**src/rtl/pipe_stage_reg.sv**
```systemverilog
// -----------------------------------------------------------------------------
// pipe_stage_reg
// Valid/ready pipeline stage holding one entry (SKID=0) or two entries
// (SKID=1, main plus skid register). With SKID=1 the upstream ready is a pure
// register, which breaks the combinational ready chain between pipeline stages.
// Entries leave in acceptance order. Whenever no live entry is held, the output
// data shows the BUBBLE value.
//
// Parameters
//   WIDTH  : payload width in bits (1..1024)
//   SKID   : 0 = single-entry stage, 1 = two-entry skid stage
//   BUBBLE : value driven on o_out_data while o_out_valid=0
// Ports
//   i_clk       : clock; all state changes on its rising edge
//   i_reset     : synchronous active-high reset; highest priority
//   i_flush     : drops every held entry and any same-cycle input
//   i_in_valid  : upstream offers i_in_data
//   o_in_ready  : stage accepts data this cycle
//   i_in_data   : upstream payload
//   o_out_valid : o_out_data holds a live entry
//   i_out_ready : downstream consumes this cycle
//   o_out_data  : head payload, or BUBBLE when not valid
//   o_count     : number of live entries
// -----------------------------------------------------------------------------
module pipe_stage_reg #(
   parameter int               WIDTH  = 32,
   parameter int               SKID   = 1,
   parameter logic [WIDTH-1:0] BUBBLE = WIDTH'(32'h0000_0013)
) (
   input  logic             i_clk,
   input  logic             i_reset,
   input  logic             i_flush,
   input  logic             i_in_valid,
   output logic             o_in_ready,
   input  logic [WIDTH-1:0] i_in_data,
   output logic             o_out_valid,
   input  logic             i_out_ready,
   output logic [WIDTH-1:0] o_out_data,
   output logic [1:0]       o_count
);

   typedef enum logic [1:0] {
      ST_EMPTY = 2'd0,
      ST_HALF  = 2'd1,
      ST_FULL  = 2'd2
   } state_t;

   state_t           state_r;
   logic [WIDTH-1:0] main_r;
   logic [WIDTH-1:0] skid_r;
   logic             valid_r;
   logic [1:0]       count_r;
   logic             in_ready_r;
   logic             accept_s;
   logic             consume_s;

   assign consume_s = valid_r & i_out_ready;
   assign accept_s  = i_in_valid & o_in_ready & ~i_flush;

   generate
      if (SKID == 0) begin : g_single
         // Single entry: a slot frees up in the same cycle the head is consumed.
         assign o_in_ready = ~valid_r | i_out_ready;
      end else begin : g_skid
         // Skid stage: ready comes straight from a flop.
         assign o_in_ready = in_ready_r;
      end
   endgenerate

   // The head entry lives in main_r, so the output data and valid come
   // directly from registers.
   assign o_out_data  = main_r;
   assign o_out_valid = valid_r;
   assign o_count     = count_r;

   // Stage state machine. main_r holds the head entry, and skid_r holds the
   // second entry. A register is reloaded with BUBBLE when its entry leaves,
   // so the output shows BUBBLE whenever the stage is empty.
   always_ff @(posedge i_clk) begin
      if (i_reset) begin
         state_r    <= ST_EMPTY;
         main_r     <= BUBBLE;
         skid_r     <= BUBBLE;
         valid_r    <= 1'b0;
         count_r    <= 2'd0;
         in_ready_r <= 1'b0;
      end else if (i_flush) begin
         state_r    <= ST_EMPTY;
         main_r     <= BUBBLE;
         skid_r     <= BUBBLE;
         valid_r    <= 1'b0;
         count_r    <= 2'd0;
         in_ready_r <= 1'b1;
      end else begin
         case (state_r)
            ST_EMPTY: begin
               in_ready_r <= 1'b1;
               if (accept_s) begin
                  main_r  <= i_in_data;
                  valid_r <= 1'b1;
                  count_r <= 2'd1;
                  state_r <= ST_HALF;
               end else begin
                  state_r <= ST_EMPTY;
               end
            end
            ST_HALF: begin
               if (accept_s && consume_s) begin
                  main_r <= i_in_data;
               end else if (accept_s && (SKID != 0)) begin
                  // Downstream stalled: park the new entry behind the head.
                  skid_r     <= i_in_data;
                  count_r    <= 2'd2;
                  in_ready_r <= 1'b0;
                  state_r    <= ST_FULL;
               end else if (consume_s) begin
                  main_r  <= BUBBLE;
                  valid_r <= 1'b0;
                  count_r <= 2'd0;
                  state_r <= ST_EMPTY;
               end else begin
                  state_r <= ST_HALF;
               end
            end
            ST_FULL: begin
               if (consume_s) begin
                  main_r     <= skid_r;
                  skid_r     <= BUBBLE;
                  count_r    <= 2'd1;
                  in_ready_r <= 1'b1;
                  state_r    <= ST_HALF;
               end else begin
                  state_r <= ST_FULL;
               end
            end
            default: begin
               state_r    <= ST_EMPTY;
               main_r     <= BUBBLE;
               skid_r     <= BUBBLE;
               valid_r    <= 1'b0;
               count_r    <= 2'd0;
               in_ready_r <= 1'b1;
            end
         endcase
      end
   end

endmodule
```
**config.mk**
```make
export PLATFORM = sky130hd
export DESIGN_NAME = pipe_stage_reg
export DESIGN_NICKNAME = d
export VERILOG_FILES = /design/src/rtl/pipe_stage_reg.sv
export SDC_FILE = /design/constraint.sdc
export NUM_CORES = 1
export LEC_CHECK = 0
export ABC_AREA = 1
export CAP_MARGIN = 20
export CORE_MARGIN = 1
export CORE_UTILIZATION = 35
export DETAILED_ROUTE_END_ITERATION = 16
export PLACE_DENSITY = 0.65
export SYNTH_ARGS = -nofsm -noshare
export SYNTH_HDL_FRONTEND = slang
export SYNTH_SLANG_ARGS = --single-unit
```
**constraint.sdc**
```tcl
create_clock -name i_clk -period 2.2 [get_ports i_clk]
set_input_delay 0.44 -clock i_clk [delete_from_list [all_inputs] [get_ports i_clk]]
set_output_delay 0.44 -clock i_clk [all_outputs]
set_load 0.02 [all_outputs]
```
### Word level (Yosys, flattened, before mapping)

Index checks and enable logic that the tools add are counted.

* equality and inequality tests: 14
* muxes and demuxes: 30
* bitwise gates (word level): 6
* reductions and logical operators: 8

Operators with widths (count)
* $mux W32: 6
* $pmux W32 S3: 2
* $ne A3 B3 Y1 const B: 6
* $mux W2: 8
* $ne A2 B2 Y1 const B: 6
* $pmux W2 S3: 2
* $reduce_and A4 Y1: 3
* $mux W1: 10
* $reduce_and A5 Y1: 1
* $and A1 B1 Y1: 3
* $not A1 Y1: 3
* $pmux W1 S3: 1
* $reduce_and A3 Y1: 1
* $eq A2 B1 Y1 const B: 1
* $eq A2 B2 Y1 const B: 1
* $logic_not A2 Y1: 1
* $pmux W1 S2: 1
* $reduce_or A2 Y1: 1
* $logic_and A1 B1 Y1: 1

* register bits: 70
* input port bits: 37
* output and inout port bits: 36
* word-level logic and storage cells: 64

### Longest topological paths before layout

* word-level depth: 6
* gate-level depth with buffers: 9
* gate-level depth less buffers: 9

### Worst setup path after synthesis

OpenSTA, ideal clock, no wires.

* path type: input-to-reg
* start point: input i_out_ready
* end point: register skid_r[11]
* library setup time: 0.113 ns
* data arrival time: 1.423 ns
* required time: 2.087 ns
* path slack: 0.664 ns
* cell stages on the path: 8
* path buffers: 2
* cell sequence: nand2_1 > inv_2 > nand3_1 > buf_2 > buf_2 > nand4_1 > nand2_1 > nor2_1

* cells in the longest elaborated chain, start to end: 4
* elaborated cells between the ends (all ways): 5
* classes of those cells: 2 x eq/ne; 1 x bitwise; 2 x reduce/logical

RTL lines
* start: declaration: line 37 `input logic i_out_ready,`
* $and A1 B1 Y1 *: line 57 `assign consume_s = valid_r & i_out_ready;`
* $logic_and A1 B1 Y1: line 108 `if (accept_s && consume_s) begin`
* $ne A2 B2 Y1 (no source line)
* $reduce_and A4 Y1 (no source line) *
* end signal: assignment: line 112 `skid_r <= i_in_data;`
* end: declaration: line 50 `logic [WIDTH-1:0] skid_r;`

Mark *: on every way between the ends. The rest lies on a longest branch, timed or not.
A chain may end at the register's enable or synchronous reset.

### Worst setup path after layout

* start point: register in_ready_r, in the netlist o_in_ready
* end point: output o_in_ready

RTL lines
* start: declaration: line 53 `logic in_ready_r;`
* start signal: assignment: line 86 `in_ready_r <= 1'b0;`
* start signal: assignment: line 93 `in_ready_r <= 1'b1;`
* start signal: assignment: line 97 `in_ready_r <= 1'b1;`
* end: declaration: line 34 `output logic o_in_ready,`

No word-level cell between the ends.

==> report_table.html <==
<table>
<tr><th>Metric</th><th>Value</th></tr>
<tr><th colspan="2">Timing</th></tr>
<tr><td>Worst hold slack</td><td>464 ps</td></tr>
<tr><td>Count of final max-slew check failures</td><td>0</td></tr>
<tr><td>Unrepaired setup endpoints after global routing</td><td>false</td></tr>
<tr><td>Fin worst setup slack</td><td>344 ps</td></tr>
<tr><td>Aggregate negative setup slack</td><td>0 ps</td></tr>
<tr><td>Number of endpoints with negative hold slack in the final report</td><td>0</td></tr>
<tr><td>Worst-Margin Slew</td><td>between 400 and 500 ps</td></tr>
<tr><td>Achievable Freq</td><td>between 500 and 600 MHz</td></tr>
<tr><td>Endpoints failing setup</td><td>0</td></tr>
<tr><td>Post-Route Skew</td><td>around 12 ps</td></tr>
<tr><td>Worst slew margin relative to its limit</td><td>roughly 70%</td></tr>
<tr><td>Clock period minus worst slack</td><td>~1900 ps</td></tr>
<tr><td>Crit share post-route</td><td>between 80% and 90%</td></tr>
<tr><th colspan="2">Critical path</th></tr>
<tr><td>Worst path slowest cell</td><td>sky130_fd_sc_hd__clkdlybuf4s50_1</td></tr>
<tr><td>Instance count on the critical path</td><td>1</td></tr>
<tr><td>Start-to-end type of the worst setup path</td><td>flip-flop to output pin</td></tr>
<tr><td>Arrival time reported for the critical path endpoint</td><td>between 1000 and 1500 ps</td></tr>
<tr><td>Crit-path max cell delay</td><td>between 600 and 700 ps</td></tr>
<tr><td>Endpoint required time on the critical path</td><td>around 1800 ps</td></tr>
<tr><td>Startpoint Class</td><td>flip-flop</td></tr>
<tr><td>Series of cell instances along the critical path</td><td>clkdlybuf4s50_1</td></tr>
<tr><td>Combined buffer and inverter count along the critical path</td><td>1</td></tr>
<tr><td>Cell depth of the worst flop-to-flop path</td><td>8</td></tr>
<tr><td>Kind of cell with the highest combined delay on the critical path</td><td>buffers and inverters</td></tr>
<tr><td>Crit Path Max Fanout</td><td>4</td></tr>
<tr><td>Kind of end point of the critical path</td><td>output pin</td></tr>
<tr><th colspan="2">Yosys</th></tr>
<tr><td>Flip-flop and latch count after synthesis</td><td>70</td></tr>
<tr><td>Largest area contributor in the netlist</td><td>sky130_fd_sc_hd__dfxtp_1</td></tr>
<tr><td>Share of flip-flops with an asynchronous set or reset</td><td>0%</td></tr>
<tr><td>Top cells by count, synth</td><td>sky130_fd_sc_hd__nand2_1, sky130_fd_sc_hd__dfxtp_1, sky130_fd_sc_hd__nor2_1</td></tr>
<tr><td>Synthesized area per cell</td><td>between 6 and 7 sq um</td></tr>
<tr><td>Distinct cell type count after synthesis</td><td>28</td></tr>
<tr><td>Post-synthesis instance total</td><td>531</td></tr>
<tr><td>Synth Flop Type</td><td>sky130_fd_sc_hd__dfxtp_1</td></tr>
<tr><td>Mapped cell area</td><td>~3600 sq um</td></tr>
<tr><td>Sequential area share after synthesis</td><td>between 30% and 40%</td></tr>
<tr><td>Cells taking the most area after synthesis</td><td>sky130_fd_sc_hd__dfxtp_1, sky130_fd_sc_hd__nand2_1, sky130_fd_sc_hd__nor2_1</td></tr>
<tr><td>Number of enable-type register cells in the synthesized netlist</td><td>0</td></tr>
<tr><td>Portion of synthesized cell area occupied by the leading cell type</td><td>between 30% and 40%</td></tr>
<tr><td>Total number of yosys warnings</td><td>0</td></tr>
<tr><td>Cell with the most instances after synthesis</td><td>sky130_fd_sc_hd__nand2_1</td></tr>
<tr><td>Synth Net Count</td><td>568</td></tr>
<tr><th colspan="2">CTS</th></tr>
<tr><td>Cts bufs inserted</td><td>9</td></tr>
<tr><td>TritonCTS clock tree</td><td>yes</td></tr>
<tr><td>Setup Buffers After CTS</td><td>0</td></tr>
<tr><td>Post-cts resize count</td><td>0</td></tr>
<tr><td>Count of hold buffers inserted by post-cts repair</td><td>0</td></tr>
<tr><td>Number of buffers on the longest clock path</td><td>2</td></tr>
<tr><td>H-tree levels</td><td>3</td></tr>
<tr><td>Worst skew pair latency</td><td>350 ps</td></tr>
<tr><td>Reg clk slew, reported paths</td><td>60 ps</td></tr>
<tr><td>Library cell used as clock root buffer</td><td>sky130_fd_sc_hd__clkbuf_8</td></tr>
<tr><td>Clock Sinks</td><td>70</td></tr>
<tr><th colspan="2">Die</th></tr>
<tr><td>Die Height</td><td>around 100 um</td></tr>
<tr><td>DIE AREA</td><td>about 11000 sq um</td></tr>
<tr><td>Placeable core area</td><td>around 9800 sq um</td></tr>
<tr><td>Floorplan row count</td><td>36</td></tr>
<tr><td>Die outline width</td><td>around 100 um</td></tr>
<tr><td>Starting utilization of the core area</td><td>a little over a third</td></tr>
<tr><td>Top-level I/O count</td><td>73</td></tr>
<tr><th colspan="2">Cells and area</th></tr>
<tr><td>Non-filler cells in the finished layout</td><td>between 700 and 800</td></tr>
<tr><td>Diode insertion count for antenna repair</td><td>0</td></tr>
<tr><td>Share of final-layout standard cells stronger than drive strength 1</td><td>between 10 and 15%</td></tr>
<tr><td>Number of fill cells</td><td>a little over 1000</td></tr>
<tr><td>Area grow syn2layout</td><td>31.7%</td></tr>
<tr><td>Nets</td><td>roughly 640</td></tr>
<tr><td>Post-layout instance area</td><td>~4700 sq um</td></tr>
<tr><th colspan="2">Power</th></tr>
<tr><td>Power share of the sequential group</td><td>between 40% and 50%</td></tr>
<tr><td>Power density relative to cell area</td><td>between 500 and 600 nW/um^2</td></tr>
<tr><td>Switching power as a share of total power</td><td>24.3%</td></tr>
<tr><td>Part of the total power dissipated in the clock network</td><td>between 40 and 50%</td></tr>
<tr><td>Combinational power share</td><td>about 12%</td></tr>
<tr><td>Worst VDD drop</td><td>between 0.2 and 0.3 mV</td></tr>
<tr><td>Pint</td><td>2.06 mW</td></tr>
<tr><td>Net switching power</td><td>~0.66 mW</td></tr>
<tr><td>P_leak</td><td>around 1.7 nW</td></tr>
<tr><th colspan="2">Route</th></tr>
<tr><td>Wirelength per Cell</td><td>around 14 um</td></tr>
<tr><td>Via count</td><td>between 3000 and 4000</td></tr>
<tr><td>Post-detailed-route count of antenna-violating nets</td><td>0</td></tr>
<tr><td>Routed via count divided by cell count</td><td>5.18</td></tr>
<tr><td>Total routed wirelength</td><td>between 10000 and 15000 um</td></tr>
<tr><td>DRC violation total after the first TritonRoute iteration</td><td>about 220</td></tr>
<tr><td>Number of remaining DRC errors</td><td>0</td></tr>
<tr><td>DRT Pass-1 Iters</td><td>4</td></tr>
<tr><th colspan="2">GRT</th></tr>
<tr><td>Pin count of the biggest net entering global routing</td><td>35</td></tr>
<tr><td>Via count of the first global-routing pass</td><td>3609</td></tr>
<tr><td>Number of antenna violations at the first check in global routing</td><td>0</td></tr>
<tr><td>GR Util All Layers</td><td>between 20% and 30%</td></tr>
<tr><td>Total overflow reported by the global router</td><td>0</td></tr>
<tr><td>Global-route wire length before repair</td><td>16900 um</td></tr>
<tr><th colspan="2">Placed design</th></tr>
<tr><td>Dpl ws</td><td>102 ps</td></tr>
<tr><td>Global placement routability congestion</td><td>a little over 0.8</td></tr>
<tr><td>Total cell area at the placement stage</td><td>approximately 4500 sq um</td></tr>
<tr><td>Final HPWL DP</td><td>just under 7000 um</td></tr>
<tr><td>Count of buffers inserted at the top-level ports</td><td>72</td></tr>
<tr><td>Placed Cells</td><td>721</td></tr>
<tr><th colspan="2">Min path</th></tr>
<tr><td>Hold Path Cell Cnt</td><td>2</td></tr>
<tr><td>Worst hold-check path type</td><td>flip-flop to flip-flop</td></tr>
<tr><th colspan="2">Run</th></tr>
<tr><td>Max Cap Violations</td><td>0</td></tr>
<tr><th colspan="2">Status</th></tr>
<tr><td>Run status</td><td>complete, no violations</td></tr>
</table>
-- metrics by stage --
stage | power [mW] | util, %
floorplan | 1.49 | -
global placement | 1.65 | 45.8
detailed placement | 1.65 | 45.8
CTS | 2.75 | 48.0
global route | 2.84 | 48.0
finish | 2.72 | 48.0
-- kinds of logic (layout without fill, tap and decap cells) --
kind of cell | Yosys count | count (layout) | synth area share [%]
simple gates | 309 | 309 | 37.2
compound gates | 95 | 95 | 16.1
flops | 70 | 70 | 39.2
buf+inv | 57 | 130 | 7.49
-- path summary, 6_finish.rpt --
kind | from | slack, ps | end
worst max-delay path | o_in_ready$_SDFFE_PP0P_ | 340 | o_in_ready
worst min-delay path | o_out_data[4]$_SDFFE_PP1P_ | 460 | o_out_data[4]$_SDFFE_PP1P_
worst max register to register | state_r[0]$_SDFFE_PP0N_ | 420 | o_out_data[1]$_SDFFE_PP1P_
worst min register to register | o_out_data[4]$_SDFFE_PP1P_ | 460 | o_out_data[4]$_SDFFE_PP1P_
-- sequential cells by signal (all words and copies together) (netlist names) --
name,count
o_out_data,32
skid_r,32
o_count,2
state_r,2
o_in_ready,1
o_out_valid,1
-- power groups by stage --
stage                     Sequential, mW  Clock (mW)  Combinational (mW)
after global routing                1.29        1.19               0.360
after CTS                           1.29        1.12               0.329
final                               1.29        1.10               0.328
after floorplan                     1.34           0               0.153
after global placement              1.32           0               0.324
after detailed placement            1.32           0               0.327
-- final cells by class --
cell class,instances,area (sq um),area share [%]
Clock inverter,2,38.8,0.823
Inverter,16,60.1,1.27
Tap cell,133,166,3.53
Timing Repair Buffer,98,953,20.2
Multi-Input combinational cell,404,1920,40.7
Clock buffer,14,173,3.67
Sequential cell,70,1400,29.7
-- placed cells by master, fill, tap and decap left out, drive strengths merged, types with 15 or more instances in the layout --
cell type and instances:
nand3 38, nand2 166, nor2 68, dfxtp 70, buf 26, inv 15, clkdlybuf4s50 72, a31o 24
nand4 34, o21ai 27, a21oi 38
-- metal layers --
layer | share of wire [%] | track usage, % | vias to the layer above
li1 | - | - | 1917
met1 | 46 | 26.3 | 1753
met2 | 46 | 33.4 | 130
met3 | 6.3 | 4.41 | 16
met4 | 1.5 | 7.91 | 0
met5 | 0 | 0 | -
Note: power is estimated with default switching activity, not from simulation.
